`src/rtl/mem_port_arbiter_pkg.sv`:
```
// Shared encodings and the arbitration rule for the cpu/loader memory port arbiter.
package mem_port_arbiter_pkg;

  typedef logic [1:0] arb_state_t;

  localparam arb_state_t ARB_IDLE   = 2'd0;
  localparam arb_state_t ARB_ACCESS = 2'd1;
  localparam arb_state_t ARB_RESP   = 2'd2;

  localparam logic OWNER_CPU = 1'b0;
  localparam logic OWNER_EXT = 1'b1;

  localparam int DEFAULT_MEM_LATENCY  = 1;
  localparam int DEFAULT_STARVE_LIMIT = 4;

  // Loader wins when the cpu is halted, when it has starved long enough, or when alone.
  function automatic logic arb_pick_ext(input logic halted, input logic starved,
                                        input logic cpu_req, input logic ext_req);
    return ext_req & (halted | starved | ~cpu_req);
  endfunction

endpackage

```
`src/rtl/arb_aging_counter.sv`:
```
// Saturating count of consecutive arbitrations the loader lost to the cpu.
module arb_aging_counter
  import mem_port_arbiter_pkg::*;
#(
  parameter int STARVE_LIMIT = DEFAULT_STARVE_LIMIT
) (
  input  logic clock,
  input  logic reset,
  input  logic clr,
  input  logic inc,
  output logic starved
);

  localparam int CW = $clog2(STARVE_LIMIT + 1);

  logic [CW-1:0] count_q, count_d;

  always_comb begin
    count_d = count_q;
    if (clr) begin
      count_d = '0;
    end else if (inc && (count_q != CW'(STARVE_LIMIT))) begin
      count_d = count_q + CW'(1);
    end
  end

  always_ff @(posedge clock or negedge reset) begin
    if (!reset) begin
      count_q <= '0;
    end else begin
      count_q <= count_d;
    end
  end

  assign starved = (count_q == CW'(STARVE_LIMIT));

endmodule

```
`src/rtl/mem_port_arbiter.sv`:
```
// Shares one single-port memory between the cpu and the loader/debug port using a
// grant -> access -> response sequence per transfer.
module mem_port_arbiter
  import mem_port_arbiter_pkg::*;
#(
  parameter int WORD_SIZE     = 16,
  parameter int MEM_ADDR_SIZE = 5,
  parameter int MEM_LATENCY   = DEFAULT_MEM_LATENCY,
  parameter int STARVE_LIMIT  = DEFAULT_STARVE_LIMIT
) (
  input  logic                     clock,
  input  logic                     reset,
  input  logic                     cpu_req,
  input  logic                     cpu_we,
  input  logic [MEM_ADDR_SIZE-1:0] cpu_addr,
  input  logic [WORD_SIZE-1:0]     cpu_wdata,
  output logic                     cpu_ack,
  output logic [WORD_SIZE-1:0]     cpu_rdata,
  input  logic                     ext_req,
  input  logic                     ext_we,
  input  logic [MEM_ADDR_SIZE-1:0] ext_addr,
  input  logic [WORD_SIZE-1:0]     ext_wdata,
  output logic                     ext_ack,
  output logic [WORD_SIZE-1:0]     ext_rdata,
  input  logic                     cpu_halted,
  output logic [MEM_ADDR_SIZE-1:0] mem_address,
  output logic [WORD_SIZE-1:0]     mem_write_data,
  output logic                     mem_read,
  output logic                     mem_write,
  input  logic [WORD_SIZE-1:0]     mem_read_data,
  output logic                     busy
);

  localparam int LAT_W = (MEM_LATENCY > 1) ? $clog2(MEM_LATENCY) : 1;

  arb_state_t               state_q, state_d;
  logic                     owner_q, owner_d;
  logic                     we_q, we_d;
  logic [MEM_ADDR_SIZE-1:0] addr_q, addr_d;
  logic [WORD_SIZE-1:0]     wdata_q, wdata_d;
  logic [WORD_SIZE-1:0]     rdata_q, rdata_d;
  logic [LAT_W-1:0]         lat_q, lat_d;

  logic starved;
  logic pick_ext;
  logic aging_clr;
  logic aging_inc;
  logic in_access;
  logic in_resp;

  arb_aging_counter #(
    .STARVE_LIMIT (STARVE_LIMIT)
  ) u_aging (
    .clock   (clock),
    .reset   (reset),
    .clr     (aging_clr),
    .inc     (aging_inc),
    .starved (starved)
  );

  assign pick_ext = arb_pick_ext(cpu_halted, starved, cpu_req, ext_req);

  always_comb begin
    state_d   = state_q;
    owner_d   = owner_q;
    we_d      = we_q;
    addr_d    = addr_q;
    wdata_d   = wdata_q;
    rdata_d   = rdata_q;
    lat_d     = lat_q;
    aging_clr = 1'b0;
    aging_inc = 1'b0;
    case (state_q)
      ARB_IDLE: begin
        // The aging counter only moves on IDLE cycles; it holds while a transfer runs.
        aging_clr = ~ext_req | pick_ext;
        aging_inc = ext_req & ~pick_ext;
        if (cpu_req || ext_req) begin
          owner_d = pick_ext ? OWNER_EXT : OWNER_CPU;
          we_d    = pick_ext ? ext_we    : cpu_we;
          addr_d  = pick_ext ? ext_addr  : cpu_addr;
          wdata_d = pick_ext ? ext_wdata : cpu_wdata;
          lat_d   = '0;
          state_d = ARB_ACCESS;
        end
      end
      ARB_ACCESS: begin
        if (lat_q == LAT_W'(MEM_LATENCY - 1)) begin
          rdata_d = we_q ? '0 : mem_read_data;
          state_d = ARB_RESP;
        end else begin
          lat_d = lat_q + LAT_W'(1);
        end
      end
      ARB_RESP: begin
        state_d = ARB_IDLE;
      end
      default: begin
        state_d = ARB_IDLE;
      end
    endcase
  end

  always_ff @(posedge clock or negedge reset) begin
    if (!reset) begin
      state_q <= ARB_IDLE;
      owner_q <= OWNER_CPU;
      we_q    <= 1'b0;
      addr_q  <= '0;
      wdata_q <= '0;
      rdata_q <= '0;
      lat_q   <= '0;
    end else begin
      state_q <= state_d;
      owner_q <= owner_d;
      we_q    <= we_d;
      addr_q  <= addr_d;
      wdata_q <= wdata_d;
      rdata_q <= rdata_d;
      lat_q   <= lat_d;
    end
  end

  // Outputs decode straight from flops so an async reset silences them immediately.
  assign in_access      = (state_q == ARB_ACCESS);
  assign in_resp        = (state_q == ARB_RESP);
  assign mem_address    = in_access ? addr_q : '0;
  assign mem_write_data = in_access ? wdata_q : '0;
  assign mem_read       = in_access & ~we_q;
  assign mem_write      = in_access & we_q;
  assign cpu_ack        = in_resp & (owner_q == OWNER_CPU);
  assign ext_ack        = in_resp & (owner_q == OWNER_EXT);
  assign cpu_rdata      = cpu_ack ? rdata_q : '0;
  assign ext_rdata      = ext_ack ? rdata_q : '0;
  assign busy           = (state_q != ARB_IDLE);

endmodule
```
`config.mk`:
```
export PLATFORM = sky130hd
export DESIGN_NAME = mem_port_arbiter
export DESIGN_NICKNAME = d
export VERILOG_FILES = /design/src/rtl/mem_port_arbiter_pkg.sv /design/src/rtl/arb_aging_counter.sv /design/src/rtl/mem_port_arbiter.sv
export SDC_FILE = /design/constraint.sdc
export NUM_CORES = 1
export LEC_CHECK = 0
export CAP_MARGIN = 0
export CELL_PAD_IN_SITES_DETAIL_PLACEMENT = 0
export CELL_PAD_IN_SITES_GLOBAL_PLACEMENT = 1
export CORE_MARGIN = 1.5
export CORE_UTILIZATION = 26
export CTS_CLUSTER_DIAMETER = 40
export DETAILED_ROUTE_END_ITERATION = 8
export PLACE_DENSITY_LB_ADDON = 0.12
export SYNTH_ARGS = -nofsm -noshare
export SYNTH_HDL_FRONTEND = slang
export SYNTH_SLANG_ARGS = --single-unit
```
`constraint.sdc`:
```
create_clock -name clock -period 1.7 [get_ports clock]
set_clock_uncertainty 0.1 [all_clocks]
set_input_delay 0.255 -clock clock [delete_from_list [all_inputs] [get_ports clock]]
set_output_delay 0.255 -clock clock [all_outputs]
set_load 0.05 [all_outputs]
```
Word level (Yosys, flattened, before mapping)
Cells that the tools add are included.
- add/subtract/negate cells: 2
- equal/unequal tests: 6
- muxes and demuxes: 19
- bitwise gates (word level): 15
- reduce and logical (&&, ||, !) cells: 10
- operators with widths (kind ; count):
    two-way mux 16 bit ; 5
    two-way mux 5 bit ; 2
    AND reduction 2 bit ; 4
    AND 1 bit ; 6
    two-way mux 1 bit ; 6
    two-way mux 3 bit ; 2
    inverter 1 bit ; 6
    nonzero test 2 bit ; 3
    two-way mux 2 bit ; 2
    != test 2 bit, second input constant ; 2
    case mux 2 bit (2 select lines) ; 1
    adder 3 x 1 -> 3 bit, second input constant ; 1
    == test 3 bit, second input constant ; 1
    != test 3 bit, second input constant ; 1
    OR 1 bit ; 3
    == test 2 x 1 -> 1 bit, second input constant ; 1
    == test 2 bit, second input constant ; 1
    logical NOT 2 bit ; 1
    case mux 1 bit (2 select lines) ; 1
    adder 1 bit, second input constant ; 1
    logical AND 1 bit ; 1
    logical OR 1 bit ; 1
- flip-flop bits (word level): 45
- input bits: 65
- output and inout bits: 58
- word-level logic and storage cells: 60

Longest topological paths before layout
- word-level depth: 10
- depth in mapped cells: 7
- depth with buffers taken out: 5

Modules after synthesis
A second synthesis with hierarchy kept.
- cells, all modules: 294
- area total of the unflattened synthesis: 2598.7 um2
- modules (own cells, without submodules) (module ; instances ; cells each ; area each (um2) ; sequential area each (um2)):
    mem_port_arbiter ; 1 ; 276 ; 2401.1 ; 1026.0
    arb_aging_counter ; 1 ; 18 ; 197.7 ; 75.1

Worst setup path after synthesis
Ideal clock, no wire load.
- path type: reg2out
- from: register state_q[0]
- to: output ext_rdata[12]
- data arrival time: 1.896 ns
- data required time: 1.345 ns
- setup slack: -0.551 ns
- cell stages (with the launch flop): 5
- buffers on the path: 2
- cell sequence: dfrtp_1 > and3b_1 > clkbuf_1 > clkbuf_1 > and2_1
- cells in the longest elaborated chain, start to end: 3
- ends and longest elaborated chain (item ; RTL line ; text):
    start, declared ; mem_port_arbiter.sv:36 ; arb_state_t state_q, state_d;
    start signal, assigned ; mem_port_arbiter.sv:114 ; state_q <= state_d;
    == test 2 bit ; mem_port_arbiter.sv:126 ; assign in_resp = (state_q == ARB_RESP);
    AND 1 bit ; mem_port_arbiter.sv:132 ; assign ext_ack = in_resp & (owner_q == OWNER_EXT);
    named net ext_ack ; mem_port_arbiter.sv:23 ; output logic ext_ack,
    two-way mux 16 bit ; mem_port_arbiter.sv:134 ; assign ext_rdata = ext_ack ? rdata_q : '0;
    end, declared ; mem_port_arbiter.sv:24 ; output logic [WORD_SIZE-1:0] ext_rdata,
The timed path passes the listed nets, and every way through them passes these cells.

Worst setup path after layout
- from: register owner_q
- to: output cpu_rdata[14]
- cells in the longest elaborated chain, start to end: 3
- ends and longest elaborated chain (item ; RTL line ; text):
    start, declared ; mem_port_arbiter.sv:37 ; logic owner_q, owner_d;
    start signal, assigned ; mem_port_arbiter.sv:115 ; owner_q <= owner_d;
    inverter 1 bit ; mem_port_arbiter.sv:131 ; assign cpu_ack = in_resp & (owner_q == OWNER_CPU);
    AND 1 bit ; mem_port_arbiter.sv:131 ;
    two-way mux 16 bit ; mem_port_arbiter.sv:133 ; assign cpu_rdata = cpu_ack ? rdata_q : '0;
    end, declared ; mem_port_arbiter.sv:18 ; output logic [WORD_SIZE-1:0] cpu_rdata,
No other way between the ends.

==> impl_results.md <==
- Status: finished with violations
- Failing checks: setup timing
- Mapped cell area: ~2600 um^2
- Worst setup margin: -150 ps
- Synth async-reset ratio: 100%
- Mapped Nets: about 360
- VDD IR max: between 0.8 and 0.9 mV
- Clk buf depth: 2
- RSZ-0062 raised after global routing: yes
- Starting density of the core: 26.6%
- Sequential area share after synthesis: between 40% and 50%
- CTS Buf Count: 5
- CTS tree: built
- FP Rows: 36
- PwrDens: about 1700 nW/um^2
- Worst slew pin tran: 338 ps
- IO buf count: 122
- Gr usage total: roughly 17%
- DP HPWL: a little under 6000 um
- Min Clock Period, post-route: roughly 1800 ps
- Final setup fails: a little under 60
- Fin crit share: 109%
- Wl on met1: just over 4000 um
- Xor and xnor area share after synthesis: 0%
- Core area: just under 10000 um^2
- Compound-cell area share of the yosys netlist: 19.9%
- Via count: approximately 2800
- CP Class: reg2out
- GPL Wtd Cong: 0.747
- Initial antenna violation count: 0
- MaxCap Viol Count: 0
- Top cell type's share of synthesized area: between 40% and 50%
- Top layer in use: met4
- Routed Antenna Nets: 0
- Die Y: slightly above 100 um
- Syn Area/Cell: approximately 8.7 um^2
- Layout Nets: just over 500
- Area Growth Syn to Fin: 102%
- CP Launch Type: register
- Full die area: around 11000 um^2
- IO Count: 123
- Top cells by area, synth: dfrtp_1 (43%), and2_1 (13%), o2111ai_1 (7.5%)
- Via/cell ratio: 4.86
- Synthesized instance count: between 200 and 300
- # fillers: 876
- Crit path max fanout: 9
- CP Capture Type: primary output
- Largest area contributor in the netlist: dfrtp_1
- Die width: 103 um
- Number of flops mapped to enable cells by yosys: 0
- Post-synth top flop: dfrtp_1
- Simple-gate area share of the yosys netlist: 30.1%
- Largest family of logic cells by synthesized area: simple AND/OR/NAND/NOR gates
- Pins over their slew limit: 0
- Worst slew margin: approximately 77%
- Clk root buf: clkbuf_8
- Worst Path Required: approximately 1300 ps
- Share of cells above drive strength 1: approximately two fifths
- Place WS: -60.8 ps
- Clock sink count: 44
- Global route overflow: 0
- Clock-pin slew on the worst setup and hold paths: 90 ps
- Synthesis Warnings: 0
- Final wirelength: between 9000 and 10000 um
- CP arrival: roughly 1500 ps
- Fmax: 0.541 GHz
- # H-tree levels: 2
- # DRC: 0
- Yosys cell types: 27
- First-pass GRT wire length: 14200 um
- Final Hold Vio Count: 0
- Wirelength per Cell: approximately 17 um
- Clk_lat worst skew: 300 ps
- Routed length on met3: between 300 and 400 um
- Antenna Cells: 0
- Synth Area in Adders: less than 1%
- Iter 0 DRT Violations: around 120
- Final Core Density: between 50% and 60%
- Vias in the first global route: between 2000 and 3000
- Largest net degree at the start of global routing: 49
- Hold Crit Class: in2async
- Mux cell area share after synthesis: 0%
- P_leak: approximately 0.0022 uW
- Routed length on met2: slightly below 5000 um
- Yosys reg bits: 44
- Pre-Repair DR Iteration Count: 4
[worst paths after layout]
path	endpoint	slack, ps	cells past startpoint	start
max in group asynchronous	state_q[0]	900	3	reset
worst max register to register	u_aging.count_q[2]	-20	6	state_q[0]
worst min-delay path	wdata_q[15]	350	3	reset
worst max-delay path	cpu_rdata[14]	-150	4	owner_q
worst min register to register	rdata_q[15]	400	2	rdata_q[15]
min in group clock	rdata_q[11]	400	3	mem_read_data[11]
[Yosys cell counts, types with 2 or more instances]
master and count:
dfrtp_1 44, nand3b_1 16, inv_1 5, nand2_1 36, buf_1 2, o2111ai_1 22
o41ai_1 2, clkbuf_1 17, and2_1 55, buf_2 13, nand3_1 22, o21ai_0 22
ha_1 2, nand2b_1 3, o211ai_1 22, nor2_1 2
[registers in the layout, summed over array words and instances, names as in the netlist]
signal,flops
wdata_q,16
owner_q,1
state_q,2
rdata_q,16
we_q,1
u_aging.count_q,3
addr_q,5
[kinds of logic (layout without fill, tap and decap cells)]
logic type | Yosys count | after routing
buffers and inverters | 39 | 180
adders and majority gates | 2 | 2
DFF | 44 | 44
AOI/OAI and AO/OA | 72 | 72
and+or+nand+nor | 139 | 139
[per-stage QoR]
step           cell area (um^2)  total power [uW]  cells  setup TNS, ps  hold WS, ps
2_1_floorplan              2650              4380    296          -19.3         -141
3_3_place_gp               4680              6500    541          -12.7          164
3_5_place_dp               4680              6540    541           -582          161
4_1_cts                    5080              8280    562          -7030          370
5_1_grt                    5220              9140    570         -10020          393
6_report                   5220              8640    570          -6420          354
[cells in the final DEF (no fill, tap or decap), types with 2 or more instances in the layout]
| cell type | n |
|---|---|
| clkbuf_8 | 5 |
| o2111ai_1 | 21 |
| o21ai_1 | 12 |
| nand3_1 | 22 |
| nand2_1 | 36 |
| buf_6 | 8 |
| nand2b_1 | 2 |
| o211ai_1 | 22 |
| and2_1 | 3 |
| ha_1 | 2 |
| nor2_4 | 2 |
| dfrtp_1 | 43 |
| o21ai_2 | 4 |
| and2_4 | 49 |
| clkdlybuf4s50_1 | 63 |
| nand3b_1 | 16 |
| inv_1 | 4 |
| buf_12 | 65 |
| and2_2 | 3 |
| o21ai_0 | 7 |
| buf_4 | 24 |
| clkbuf_16 | 2 |
[routing by layer]
layer | up-vias | track usage, %
li1 | 1329 | -
met1 | 1350 | 22.6
met2 | 83 | 30.5
met3 | 7 | 2.58
met4 | 0 | 3.58
met5 | - | 0
[worst max-delay path, cell delays in order (launching register included)]
cell     delay (ps)
dfrtp_1         430
nor3b_4         280
buf_6           170
and2_1          170
buf_12          140
[final cells by class]
| type | instances | area (um^2) | area share, % |
|---|---|---|---|
| clock buffers | 6 | 72.6 | 1.39 |
| clock inverters | 2 | 35.0 | 0.671 |
| inverters | 6 | 30.0 | 0.575 |
| multi-input cells | 213 | 1500 | 28.7 |
| flip-flops and latches | 44 | 1100 | 21.1 |
| well taps | 133 | 166 | 3.19 |
| repair buffers | 166 | 2310 | 44.3 |
[repair_timing]
item,CTS,global route
setup endpoints to repair,57,73
pin swaps,14,25
resized for setup,52,46
hold buffers,1,0
cloned,3,3
endpoints found under the hold margin,44,0
buffers inserted,9,9
[power breakdown]
part / internal (uW) / total [uW] / switching (uW)
combinational: 3020 / 5970 / 2940
clock: 437 / 814 / 377
sequential: 1510 / 1860 / 345
No activity file was read; power rests on OpenSTA's default activity.
